<file path="src/rtl/fp_led_shift_driver.sv">
// Serial driver for the front-panel 74HC595-style LED chain: shifts a held word out MSB-first,
// latches it, re-sends it periodically and PWM-dims the chain's output enable.
module fp_led_shift_driver #(
  parameter int unsigned C_S00_AXI_ACLK_FREQ_HZ = 100000000,
  parameter int unsigned SHIFT_FREQ_HZ          = 25000000,
  parameter int unsigned NUM_LEDS               = 16,
  parameter int unsigned REFRESH_CYCLES         = 1000000
) (
  input  logic                S_AXI_ACLK,
  input  logic                S_AXI_ARESET,
  input  logic [NUM_LEDS-1:0] LED_WDATA,
  input  logic                LED_WVALID,
  output logic                LED_WREADY,
  input  logic [7:0]          BRIGHTNESS,
  output logic                BUSY,
  output logic                LED_CLOCK,
  output logic                LED_DATA,
  output logic                LED_LATCH,
  output logic                LED_OE_N
);

  localparam int unsigned H_RAW = C_S00_AXI_ACLK_FREQ_HZ / (2 * SHIFT_FREQ_HZ);
  localparam int unsigned H     = (H_RAW < 1) ? 1 : H_RAW;
  localparam int unsigned PH_W  = (H > 1) ? $clog2(H) : 1;
  localparam int unsigned BIT_W = $clog2(NUM_LEDS);
  localparam int unsigned REF_W = (REFRESH_CYCLES > 1) ? $clog2(REFRESH_CYCLES) : 1;

  localparam logic [PH_W-1:0]  PH_LAST  = PH_W'(H - 1);
  localparam logic [BIT_W-1:0] BIT_TOP  = BIT_W'(NUM_LEDS - 1);
  localparam logic [REF_W-1:0] REF_LAST = REF_W'(REFRESH_CYCLES - 1);

  typedef enum logic [2:0] {
    ST_CLEAR    = 3'd0,
    ST_IDLE     = 3'd1,
    ST_SHIFT_LO = 3'd2,
    ST_SHIFT_HI = 3'd3,
    ST_LATCH    = 3'd4
  } state_e;

  state_e              state_q, state_d;
  logic [PH_W-1:0]     phase_q, phase_d;
  logic [BIT_W-1:0]    bit_q, bit_d;
  logic [NUM_LEDS-1:0] held_q, held_d;
  logic [REF_W-1:0]    refresh_q, refresh_d;
  logic [7:0]          pwm_q, pwm_d;
  logic                led_clock_q, led_clock_d;
  logic                led_data_q, led_data_d;
  logic                led_latch_q, led_latch_d;
  logic                led_oe_n_q, led_oe_n_d;
  logic                led_wready_q, led_wready_d;
  logic                busy_q, busy_d;
  logic                phase_done_s;

  // Next-state, counters and next output values (outputs are derived from the next state so they stay registered)
  always_comb begin
    state_d      = state_q;
    phase_d      = phase_q;
    bit_d        = bit_q;
    held_d       = held_q;
    refresh_d    = refresh_q;
    phase_done_s = (phase_q == PH_LAST);

    case (state_q)
      ST_CLEAR: begin
        held_d    = '0;
        state_d   = ST_SHIFT_LO;
        phase_d   = '0;
        bit_d     = BIT_TOP;
        refresh_d = '0;
      end
      ST_IDLE: begin
        // An accept on the refresh-due cycle wins; both paths start the same single transfer.
        if (LED_WVALID && led_wready_q) begin
          held_d    = LED_WDATA;
          state_d   = ST_SHIFT_LO;
          phase_d   = '0;
          bit_d     = BIT_TOP;
          refresh_d = '0;
        end else if (refresh_q == REF_LAST) begin
          state_d   = ST_SHIFT_LO;
          phase_d   = '0;
          bit_d     = BIT_TOP;
          refresh_d = '0;
        end else begin
          refresh_d = refresh_q + REF_W'(1);
        end
      end
      ST_SHIFT_LO: begin
        if (phase_done_s) begin
          state_d = ST_SHIFT_HI;
          phase_d = '0;
        end else begin
          phase_d = phase_q + PH_W'(1);
        end
      end
      ST_SHIFT_HI: begin
        if (phase_done_s) begin
          phase_d = '0;
          if (bit_q == '0) begin
            state_d = ST_LATCH;
          end else begin
            state_d = ST_SHIFT_LO;
            bit_d   = bit_q - BIT_W'(1);
          end
        end else begin
          phase_d = phase_q + PH_W'(1);
        end
      end
      ST_LATCH: begin
        if (phase_done_s) begin
          state_d = ST_IDLE;
          phase_d = '0;
        end else begin
          phase_d = phase_q + PH_W'(1);
        end
      end
      default: begin
        state_d = ST_CLEAR;
        phase_d = '0;
        bit_d   = BIT_TOP;
      end
    endcase

    led_clock_d  = (state_d == ST_SHIFT_HI);
    led_latch_d  = (state_d == ST_LATCH);
    led_wready_d = (state_d == ST_IDLE);
    busy_d       = (state_d != ST_IDLE);
    if (state_d == ST_SHIFT_LO) begin
      led_data_d = held_d[bit_d];
    end else begin
      led_data_d = led_data_q;
    end

    if (pwm_q == 8'd254) begin
      pwm_d = 8'd0;
    end else begin
      pwm_d = pwm_q + 8'd1;
    end
    led_oe_n_d = !(pwm_q < BRIGHTNESS);
  end

  // State, counters and output registers with synchronous reset
  always_ff @(posedge S_AXI_ACLK) begin
    if (S_AXI_ARESET) begin
      state_q      <= ST_CLEAR;
      phase_q      <= '0;
      bit_q        <= BIT_TOP;
      held_q       <= '0;
      refresh_q    <= '0;
      pwm_q        <= 8'd0;
      led_clock_q  <= 1'b0;
      led_data_q   <= 1'b0;
      led_latch_q  <= 1'b0;
      led_oe_n_q   <= 1'b1;
      led_wready_q <= 1'b0;
      busy_q       <= 1'b1;
    end else begin
      state_q      <= state_d;
      phase_q      <= phase_d;
      bit_q        <= bit_d;
      held_q       <= held_d;
      refresh_q    <= refresh_d;
      pwm_q        <= pwm_d;
      led_clock_q  <= led_clock_d;
      led_data_q   <= led_data_d;
      led_latch_q  <= led_latch_d;
      led_oe_n_q   <= led_oe_n_d;
      led_wready_q <= led_wready_d;
      busy_q       <= busy_d;
    end
  end

  assign LED_CLOCK  = led_clock_q;
  assign LED_DATA   = led_data_q;
  assign LED_LATCH  = led_latch_q;
  assign LED_OE_N   = led_oe_n_q;
  assign LED_WREADY = led_wready_q;
  assign BUSY       = busy_q;

endmodule

</file>
<file path="config.mk">
export PLATFORM = sky130hd
export DESIGN_NAME = fp_led_shift_driver
export DESIGN_NICKNAME = d
export VERILOG_FILES = /design/src/rtl/fp_led_shift_driver.sv
export SDC_FILE = /design/constraint.sdc
export NUM_CORES = 1
export LEC_CHECK = 0
export BUFFER_PORTS_ARGS = -buffer_cell sky130_fd_sc_hd__buf_2
export CORE_ASPECT_RATIO = 0.5
export CORE_UTILIZATION = 60
export DETAILED_ROUTE_END_ITERATION = 8
export HOLD_SLACK_MARGIN = 0.08
export PLACE_DENSITY = 0.81
export SKIP_LAST_GASP = 1
export SLEW_MARGIN = 15
export SYNTH_ARGS = -nofsm -noshare
export SYNTH_HDL_FRONTEND = slang
export SYNTH_SLANG_ARGS = --single-unit
</file>
<file path="constraint.sdc">
create_clock -name S_AXI_ACLK -period 5.6 [get_ports S_AXI_ACLK]
set_clock_uncertainty 0.2 [all_clocks]
set_input_delay 1.12 -clock S_AXI_ACLK [delete_from_list [all_inputs] [get_ports S_AXI_ACLK]]
set_output_delay 1.12 -clock S_AXI_ACLK [all_outputs]
set_load 0.03 [all_outputs]
</file>
; Yosys cells after proc, flatten, opt, wreduce, memory -nomap -nowiden
; Index checks and enable logic that the tools add are counted.
[word_totals]
regBits = 58
input_bits = 27
[op_classes]
n_eq_ne = 12
magnitude_cmp = 2
n_mux = 23
n_reduce_logical = 8
add_sub_neg = 4
[op_table]
columns = operator, count
row1 = 20-bit 2-to-1 mux, 2
row2 = 20-bit one-hot mux with 2 select lines, 1
row3 = 16-bit one-hot mux with 2 select lines, 1
row4 = 20-bit by 1-bit adder with 20-bit output (second input constant), 1
row5 = 20-bit equality test (second input constant), 1
row6 = 3-bit 2-to-1 mux, 6
row7 = 16-bit 2-to-1 mux, 1
row8 = 4-bit 2-to-1 mux, 4
row9 = 3-bit one-hot mux with 5 select lines, 1
row10 = 3-bit by 2-bit equality test with 1-bit output (second input constant), 4
row11 = 4-bit one-hot mux with 3 select lines, 1
row12 = 8-bit by 1-bit adder with 8-bit output (second input constant), 1
row13 = 8-bit equality test (second input constant), 1
row14 = 8-bit < comparator, 1
row15 = 3-bit by 1-bit equality test with 1-bit output (second input constant), 2
row16 = 3-bit equality test (second input constant), 2
row17 = 4-bit by 5-bit < comparator with 1-bit output (second input constant), 1
row18 = 1-bit binary-select mux with 4-bit select, 1
row19 = 4-bit zero test, 1
row20 = 1-bit 2-to-1 mux, 4
row21 = 2-bit OR reduction, 2
row22 = 4-bit by 1-bit subtractor with 4-bit output (second input constant), 1
row23 = 3-bit zero test, 1
row24 = 3-bit by 1-bit != test with 1-bit output (second input constant), 1
row25 = other kinds (7), 7

; Depth between registers and ports, before layout
; Gate-level depths: netlist of run 1.
[depth]
depth_word = 6
mapped_depth = 12
depth_no_buf = 10

; Worst setup path before layout of run 1
; No wires, ideal clock.
[synth_path]
path_kind = input -> register
from = input LED_WVALID
to = register led_data_q, in the netlist LED_DATA
setup_slack_ns = 2.475
required_time_ns = 5.314
cell_stages = 9
arrival_time_ns = 2.839
setup_ns = 0.086
cell_sequence = a21bo_2 > a32o_1 > a31o_1 > buf_6 > o31ai_4 > mux2_4 > o21ai_2 > o21ai_1 > a221oi_2
[synth_via]
elab_chain_cells = 5
elab_cells_between_ends = 10
cone_classes = eq/ne: 1 / mux: 8 / reduce/logical: 1
[synth_lines]
columns = item, line
row1 = "start, declared", 12  ; input logic LED_WVALID,
row2 = 1-bit logical AND (*), 73  ; if (LED_WVALID && led_wready_q) begin
row3 = 4-bit 2-to-1 mux / 16-bit 2-to-1 mux (equally long branches), 73
row4 = 4-bit one-hot mux with 3 select lines / 16-bit one-hot mux with 2 select lines (equally long branches), 63  ; case (state_q)
row5 = 1-bit binary-select mux with 4-bit select, 129  ; led_data_d = held_d[bit_d];
row6 = 1-bit 2-to-1 mux (implied by the code), 129
row7 = "end signal, assigned", 165  ; led_data_q <= led_data_d;
row8 = "end, declared", 47  ; logic led_data_q, led_data_d;
; Every way passes the cells marked *; elsewhere a longest branch is shown, timed or not. The select of a mux whose other input is x is not followed.
; A chain may end at the register's enable or synchronous reset.

; Worst setup path in the final report of run 1
[layout_path]
from = register state_q[2]
to = register led_data_q, in the netlist LED_DATA
[layout_via]
elab_chain_cells = 5
elab_cells_between_ends = 17
cone_classes = eq/ne: 5 / mux: 10 / reduce/logical: 2
[layout_lines]
columns = item, line
row1 = "start, declared", 40  ; state_e state_q, state_d;
row2 = "start signal, assigned", 158  ; state_q <= state_d;
row3 = 3-bit equality test / 3-bit by 2-bit equality test with 1-bit output (equally long branches), 63
row4 = 2-bit OR reduction (no line), -
row5 = 4-bit one-hot mux with 3 select lines, 63
row6 = 1-bit binary-select mux with 4-bit select, 129
row7 = 1-bit 2-to-1 mux (implied by the code), 129
; Several ways; a longest one is shown, not always the timed one. The select of a mux whose other input is x is not followed.

==> results of run 1 <==
## synth_stat cells, types with 3 or more instances
cell type	n	share of area (%)
a21o_1	4	1.0
nand2_1	21	2.6
nor2b_1	11	2.3
inv_1	14	1.7
nand4_1	11	2.3
xnor2_1	3	0.87
a22oi_1	12	3.0
nor2_1	55	6.9
or2_2	3	0.62
xor2_1	21	6.1
and2_1	4	0.83
and3_1	9	1.9
dfxtp_1	58	39
mux2i_1	3	1.0
ha_1	11	4.6
clkbuf_1	17	2.1
a21oi_1	9	1.5
nor3_1	4	0.67
nand2b_1	3	0.62
o21ai_0	10	1.7
nand3_1	15	2.5
## final cells by class
type | count | area, um2
fillers | 354 | 1230
flip-flops and latches | 58 | 1160
inverters | 14 | 52.6
well taps | 66 | 82.6
clock inverters | 3 | 40.0
multi-input cells | 262 | 1720
clock buffers | 12 | 145
repair buffers | 32 | 160
## per-layer routing
layer	GRT usage, %	share of wire (%)	vias to the layer above
li1	-	-	1296
met4	15.7	1.9	0
met5	0	0	-
met2	44.0	47	94
met3	8.06	6.3	19
met1	32.0	45	1215
## critical path, stage by stage, from the launching register on
cell and delay (ns):
dfxtp_1 0.56, nor2_1 0.76, nand2_1 0.55, a22oi_1 0.44, nand2_1 0.13, o31a_1 0.27, a32o_1 0.24, mux2i_1 0.18
a221oi_2 0.08
## sequential cells by signal, summed over array words and instances, names as in the netlist
name,count
refresh_q,20
LED_LATCH,1
state_q,3
pwm_q,8
LED_WREADY,1
LED_CLOCK,1
LED_OE_N,1
LED_DATA,1
held_q,16
phase_done_s,1
BUSY,1
bit_q,4
## how the worst min path moves through the flow
stage,slack (ns),to,cells past startpoint
floorplan,0.26,pwm_q[0],1
global placement,0.29,held_q[7],2
detailed placement,0.30,held_q[6],2
CTS,0.32,held_q[6],2
global route,0.35,refresh_q[4],2
finish,0.31,held_q[2],2
## report_power, final
part / leakage, uW / switching, uW / internal (uW)
registers: 0.000469 / 11.3 / 419
clock network: 0.0000962 / 154 / 214
logic: 0.000827 / 40.1 / 28.2
## per-stage QoR
stage | utilization, % | area [um2] | power, uW | worst slack, ns | instances
detailed placement | 69.1 | 3180 | 506 | 2.25 | 432
finish | 73.1 | 3360 | 866 | 2.07 | 447
floorplan | - | 3010 | 486 | 2.47 | 352
global placement | 69.1 | 3180 | 502 | 2.28 | 432
CTS | 73.1 | 3360 | 872 | 2.17 | 447
global route | 73.1 | 3360 | 899 | 1.78 | 447
## cell families (layout without fill, tap and decap cells)
group	Yosys count	after routing	share of synthesized area, %
simple gates	149	149	25.4
compound gates	72	72	18.0
flops	58	58	38.6
buf+inv	32	61	4.24
xor+xnor	24	24	6.99
fa+ha+maj	11	11	4.58
mux	6	6	2.25
## cells in the final DEF (no fill, tap or decap), drive strengths merged, types with 3 or more instances in the layout
cell,n
a22oi,12
dfxtp,58
xnor2,3
nand2,21
nand3,16
buf,32
nor2,55
nor3,4
nand2b,3
a21o,4
mux2,3
or2,3
and2,4
o21ai,12
clkbuf,12
ha,11
mux2i,3
inv,14
nand4,11
xor2,21
a21oi,9
and3,9
nor2b,11
==> impl_metrics.toml, run 1 <==
[timing]
rsz0062_at_grt = "false"
period_minus_slack_ns = 3.53
maxSlewHeadroom_pct = 44.1
setup_viol_count_final = 0
hold-worst-slack_ns = 0.310
hold_viol_final = 0
tightest_slew_ns = 0.835
timing.fmax_ghz = 0.284
fin_tns_setup_ns = 0
slew_viol_final = 0
timing.final.crit_share_pct = 63.0

[floorplan]
dieArea_um2 = 5320
die_h_um = 52.1
initial_core_util_pct = 65.5
io_pins = 33
rows = 17
die_x_um = 102
coreArea_um2 = 4590

[logic_synthesis]
synth_fp_nets = 390
ys.flop_type = "dfxtp_1"
avgSynthCellArea_um2 = 8.55
synth_area_um2 = 3010
synth-warning-count = 0
synthArstFlopShare_pct = 0
synth_edf_count = 0
ys_ff_latch = 58
yosys.cell_types.count = 63
ys_seq_area_share_pct = 38.6
netlist_instances = 352

[cells_and_area]
diodes = 0
drive_gt1_share_pct = 15.7
area.growth.synth_to_final_pct = 11.7
nNetsFinal = 415

[clocking]
numCtsBuffers = 9
cts_setup_buffers = 0
htree_levels = 3
cts_resized = 0
clk_pin_slew_ns = 0.06
postCtsHoldBufs = 0
cts_tree = "built"
cts_root_buf = "clkbuf_8"
cts.path.max_buffers = 2
clkSinkCount = 58
clk_latency_ns = 0.34

[global_routing]
track_usage_pct = 27.0
grt_pass1_wl_mm = 10.8
antenna_found_initial = 0
grt_pass1_vias = 2439
grt_max_degree = 34
grt_overflow_total = 0

[outcome]
outcome = "completed"

[placed_design]
place_hpwl_mm = 4.37
numPortBuffers = 32
routabilityCongestion = 0.885

[hold_path]
min_path_type = "register to register"
holdCritStartpoint = "held_q[2]"

[routing]
wire_per_inst_um = 14.2
num_vias = 2624
via_per_inst = 5.87
drt-initial-drc-count = 114
wirelength_mm = 6.36
drtPass1Iterations = 5
antenna_left = 0
drc = 0

[critical_path]
reg2reg_from = "state_q[2]"
required_ns = 5.63
path_max_fanout = 24
reg2reg_to = "LED_DATA"
arrival_ns = 3.56
r2r_slack_ns = 2.07
critical_path.startpoint = "state_q[2]"
worst_setup_path_end_kind = "register"
cp-start-kind = "register"
crit_type = "register to register"
endpoint = "LED_DATA"
r2r.worst_path.cells = 8

[power_and_ir_drop]
peakVddDrop_uv = 156
powerDensity_nw_per_um2 = 258
p_leak_uw = 0.00139

[flow_run]
cap_violations = 0
Note: power is estimated with default switching activity, not from simulation.
==> run 2: changes to the inputs <==
Settings changed: ABC_AREA from default to 1, CORE_UTILIZATION 60 to 53, PLACE_DENSITY 0.81 to 0.76.
Clock period 5.6 ns to 3.2 ns, I/O delays scaled along.
==> impl_metrics.toml, run 2 <==
[routing]
antenna_left = 0
drc = 0
drt-initial-drc-count = 115
num_vias = 2799
drtPass1Iterations = 4
wire_per_inst_um = 12.1
via_per_inst = 5.15
wirelength_mm = 6.59

[critical_path]
critical_path.startpoint = "state_q[1]"
worst_setup_path_end_kind = "register"
path_max_fanout = 16
path_common_cell = "nand3_1"
reg2reg_from = "state_q[1]"
crit_type = "register to register"
slowest_stage = "nor2_2"
slowest_delay_ns = 0.53
arrival_ns = 2.43
path_cells = "nor2_2, o21ai_4, a21boi_0, nand3_1, nand3_1, nand3_1, nand3b_1, nand3_1, nand2_1, inv_1"
required_ns = 3.23
cp_top_family = "simple AND/OR/NAND/NOR gates"
cp_num_buf_inv = 1
cp-start-kind = "register"

[power_and_ir_drop]
p_clk_share_pct = 44.8
peakVddDrop_uv = 440
p_sw_uw = 604
pwr-share-seq_pct = 36.4
total_power_uw = 2160
comb_power_share_pct = 18.8
p_int_uw = 1550
sw_frac_of_total_pct = 28.0
p_leak_uw = 0.00160
powerDensity_nw_per_um2 = 589

[logic_synthesis]
yosys.area.top_type = "dfxtp_1"
synth-warning-count = 0
synth_top_area_share_pct = 36.8
synth_most_common_cell = "nor2_1"
synth_area_um2 = 3150
yosys.cell_types.count = 41
synth_commonest_cells = "82 x nor2_1, 73 x nand2_1, 58 x dfxtp_1"
synthArstFlopShare_pct = 0
synth_edf_count = 0
synth_fp_nets = 468
ys_ff_latch = 58
ys.flop_type = "dfxtp_1"
ys_seq_area_share_pct = 36.8
netlist_instances = 430
synth_area_leaders = "dfxtp_1 37%, nor2_1 9.8%, nand2_1 8.7%"
avgSynthCellArea_um2 = 7.34

[placed_design]
dp_slack_ns = 0.700
routabilityCongestion = 0.896
numPortBuffers = 32
dpl_cell_area_um2 = 3360
place_hpwl_mm = 4.82

[floorplan]
io_pins = 33
coreArea_um2 = 5610
initial_core_util_pct = 56.2
die_h_um = 56.6
dieArea_um2 = 6280
die_x_um = 111
rows = 19

[cells_and_area]
nNetsFinal = 504
diodes = 0
mostFrequentLayoutCells = "82 x nor2_1, 73 x nand2_1, 58 x dfxtp_1"
regArea_um2 = 1160
largest_reg_flops = 20
final_common_cell = "nor2_1"
reg_top3 = "refresh_q (20), held_q (16), pwm_q (8)"
fill_cells = 502
drive_gt1_share_pct = 18.1
area.growth.synth_to_final_pct = 16.3
final_area_um2 = 3670
regMostFlops = "refresh_q"
multiInputGateArea_um2 = 1740

[clocking]
cts_resized = 0
cts_setup_buffers = 0
clkSinkCount = 58
clk_pin_slew_ns = 0.05
cts_root_buf = "clkbuf_16"
clk_latency_ns = 0.33
cts.path.max_buffers = 2
numCtsBuffers = 9
postCtsHoldBufs = 0
cts_tree = "built"
htree_levels = 3

[global_routing]
grt_overflow_total = 0
antenna_found_initial = 0
grt_max_degree = 25
track_usage_pct = 23.6
grt_pass1_vias = 2599
grt_pass1_wl_mm = 11.4

[timing]
period_minus_slack_ns = 2.40
hold_viol_final = 0
setup_viol_count_final = 0
setup_slack_ns = 0.803
tightest_slew_ns = 0.647
fin_tns_setup_ns = 0
slew_viol_final = 0
timing.fmax_ghz = 0.417
rsz0062_at_grt = "false"
hold-worst-slack_ns = 0.265
timing.final.crit_share_pct = 74.9
maxSlewHeadroom_pct = 56.8

[hold_path]
holdCritStartpoint = "pwm_q[0]"
min_path_type = "register to register"

[outcome]
outcome = "completed"

[flow_run]
cap_violations = 0
==> run 2: through the flow <==
step,util (%),instances
6_report,65.4,543
5_1_grt,65.4,543
4_1_cts,65.4,543
3_5_place_dp,59.9,528
3_3_place_gp,59.9,528
2_1_floorplan,-,430
==> run 2: area by class of cell <==
type	count	share of cell area, %
well taps	73	2.49
repair buffers	32	4.37
multi-input cells	311	47.5
inverters	54	5.66
flip-flops and latches	58	31.7
clock buffers	13	7.37
clock inverters	2	0.955
==> run 2: kinds of logic (layout without fill, tap and decap cells) <==
logic type                 Yosys count  after routing  share of synthesized area [%]
DFF                                 58             58                           36.8
and+or+nand+nor                    238            238                           35.4
buffers and inverters               61            101                           7.97
xor gates and xnor gates            13             13                           3.61
adders and majority gates           11             11                           4.36
AOI/OAI and AO/OA                   49             49                           11.8
==> run 2: final timing paths <==
check	end	cells past startpoint	slack, ns
min	pwm_q[0]	1	0.26
min reg2reg	pwm_q[0]	1	0.26
max	LED_DATA	10	0.80
max reg2reg	LED_DATA	10	0.80
==> run 2: metal layers <==
metal | global-route usage [%] | share of wire (%) | wire (um) | vias to the layer above
met5 | 0 | 0 | 0 | -
li1 | - | - | - | 1475
met4 | 10.0 | 1.7 | 110 | 0
met3 | 8.21 | 5.5 | 362 | 16
met2 | 40.8 | 46 | 3050 | 63
met1 | 27.0 | 46 | 3070 | 1245
==> run 2: power groups by stage <==
stage	clock (uW)	sequential, uW	combinational (uW)
after CTS	981	786	404
after global routing	1020	791	457
after floorplan	0	808	309
final	967	786	406
after detailed placement	0	799	401
after global placement	0	800	400
==> run 3: changes to the inputs <==
Clock period 3.2 ns to 2 ns, I/O delays scaled along.
==> impl_metrics.toml, run 3 (synthesized netlist as in run 2, its figures left out) <==
[outcome]
outcome = "complete, but fails checks"
violations = "setup timing"

[global_routing]
track_usage_pct = 26.0
grt_pass1_vias = 2790
grt_overflow_total = 0
grt_max_degree = 21
antenna_found_initial = 0
grt_pass1_wl_mm = 12.6

[clocking]
cts_root_buf = "clkbuf_16"
clkSinkCount = 58
numCtsBuffers = 9
cts.path.max_buffers = 2
htree_levels = 3
postCtsHoldBufs = 0
clk_latency_ns = 0.33
cts_tree = "built"
clk_pin_slew_ns = 0.05

[critical_path]
arrival_ns = 2.15
r2r.worst_path.cells = 14
path_max_fanout = 4
cp-start-kind = "register"
worst_setup_path_end_kind = "register"
reg2reg_from = "refresh_q[1]"
r2r_slack_ns = -0.07
reg2reg_to = "LED_DATA"
crit_type = "register to register"
required_ns = 2.08

[power_and_ir_drop]
total_power_uw = 3590
powerDensity_nw_per_um2 = 868
peakVddDrop_uv = 722
p_leak_uw = 0.00181

[floorplan]
initial_core_util_pct = 56.2
dieArea_um2 = 6280
io_pins = 33
rows = 19
coreArea_um2 = 5610
die_h_um = 56.6
die_x_um = 111

[cells_and_area]
regMostFlops = "refresh_q"
final_cells = 581
final_common_cell = "nor2_1"
reg_top3 = "refresh_q (20), held_q (16), pwm_q (8)"
regArea_um2 = 1170
final_util_pct = 73.7
diodes = 0
fill_cells = 428
largest_reg_flops = 20
multiInputGateArea_um2 = 1890
area.growth.synth_to_final_pct = 31.1
nNetsFinal = 542
mostFrequentLayoutCells = "75 x nor2_1, 66 x nand2_1, 54 x dfxtp_1"
drive_gt1_share_pct = 30.7

[routing]
num_vias = 3068
wl_met1_mm = 3.43
via_per_inst = 5.28
wl_met3_um = 381
wire_per_inst_um = 13.1
drt-initial-drc-count = 218
top_layer = "met4"
drc = 0
drtPass1Iterations = 5
antenna_left = 0
wirelength_mm = 7.61
dr_wl_met2_mm = 3.61

[flow_run]
cap_violations = 0

[timing]
rsz0062_at_grt = "true"
timing.fmax_ghz = 0.483
maxSlewHeadroom_pct = 75.2
setup_viol_count_final = 2
hold_viol_final = 0
tightest_slew_ns = 0.371
fin_tns_setup_ns = -0.0993
period_minus_slack_ns = 2.07
setup_slack_ns = -0.0690
slew_viol_final = 0
timing.final.crit_share_pct = 103

[placed_design]
numPortBuffers = 32
place_hpwl_mm = 5.30
place_inst = 558
routabilityCongestion = 0.896
dp_slack_ns = -0.118

[hold_path]
holdCritStartpoint = "S_AXI_ARESET"
hold_path_end = "LED_LATCH"
min_path_type = "input port to register"
hold_path_depth = 2
[run 3: changes by cell type in the layout (fill, tap and decap cells not counted), moves of 5 or more]
| cell | previous run | this run |
|---|---|---|
| nand2_1 | 73 | 66 |
| nor2_2 | 3 | 8 |
| nand2_2 | 3 | 10 |
| buf_4 | 0 | 32 |
| nor2_1 | 82 | 75 |
| inv_2 | 8 | 13 |
| inv_1 | 45 | 40 |
[run 3: what timing repair did]
item | CTS | global route
endpoints found under the setup margin | 2 | 7
resized for setup | 15 | 29
cloned | 0 | 1
pin swaps | 6 | 15
buffers inserted | 4 | 3
[run 3: worst max-delay path by stage]
stage | from | end | slack, ns
2_1_floorplan | LED_WREADY | LED_DATA | 0.009
3_3_place_gp | refresh_q[1] | LED_DATA | -0.07
3_5_place_dp | refresh_q[0] | LED_DATA | -0.12
4_1_cts | state_q[2] | LED_DATA | 0.006
5_1_grt | refresh_q[1] | LED_DATA | -0.19
6_report | refresh_q[1] | LED_DATA | -0.07
[run 3: power breakdown]
part / leakage [uW] / switching, uW / internal (uW)
clock: 0.000142 / 501 / 984
sequential: 0.000471 / 55.2 / 1210
combinational: 0.00119 / 495 / 346
[run 3: layout make-up]
cell class | instances | share of cell area, %
timing repair buffer | 69 | 11.9
tap | 73 | 2.21
inverter | 54 | 5.02
clock inverter | 3 | 0.968
multi-input combinational | 312 | 45.8
sequential | 58 | 28.2
clock buffer | 12 | 5.96
[run 3: per-stage QoR]
stage                     hold WS (ns)  cell area (um2)
after floorplan                  0.230             3150
after global placement           0.239             3620
after detailed placement         0.247             3620
after CTS                        0.109             3980
after global routing             0.117             4140
final                            0.118             4140
[run 3: worst max-delay path, stage by stage (launching register included)]
cell and delay (ns):
dfxtp_2 0.35, ha_4 0.14, nand2_2 0.05, inv_2 0.08, nand2_2 0.06, nor3_4 0.19, nand3_2 0.14, buf_6 0.15
nand3b_1 0.20, nand3_1 0.10, nand3_1 0.08, nand3b_1 0.09, nand3_1 0.09, nand2_1 0.05, inv_1 0.04
[run 3: layer usage]
| metal | GRT usage (%) | vias up |
|---|---|---|
| met1 | 31.0 | 1408 |
| met2 | 43.7 | 82 |
| li1 | - | 1558 |
| met5 | 0 | - |
| met3 | 8.75 | 20 |
| met4 | 10.6 | 0 |
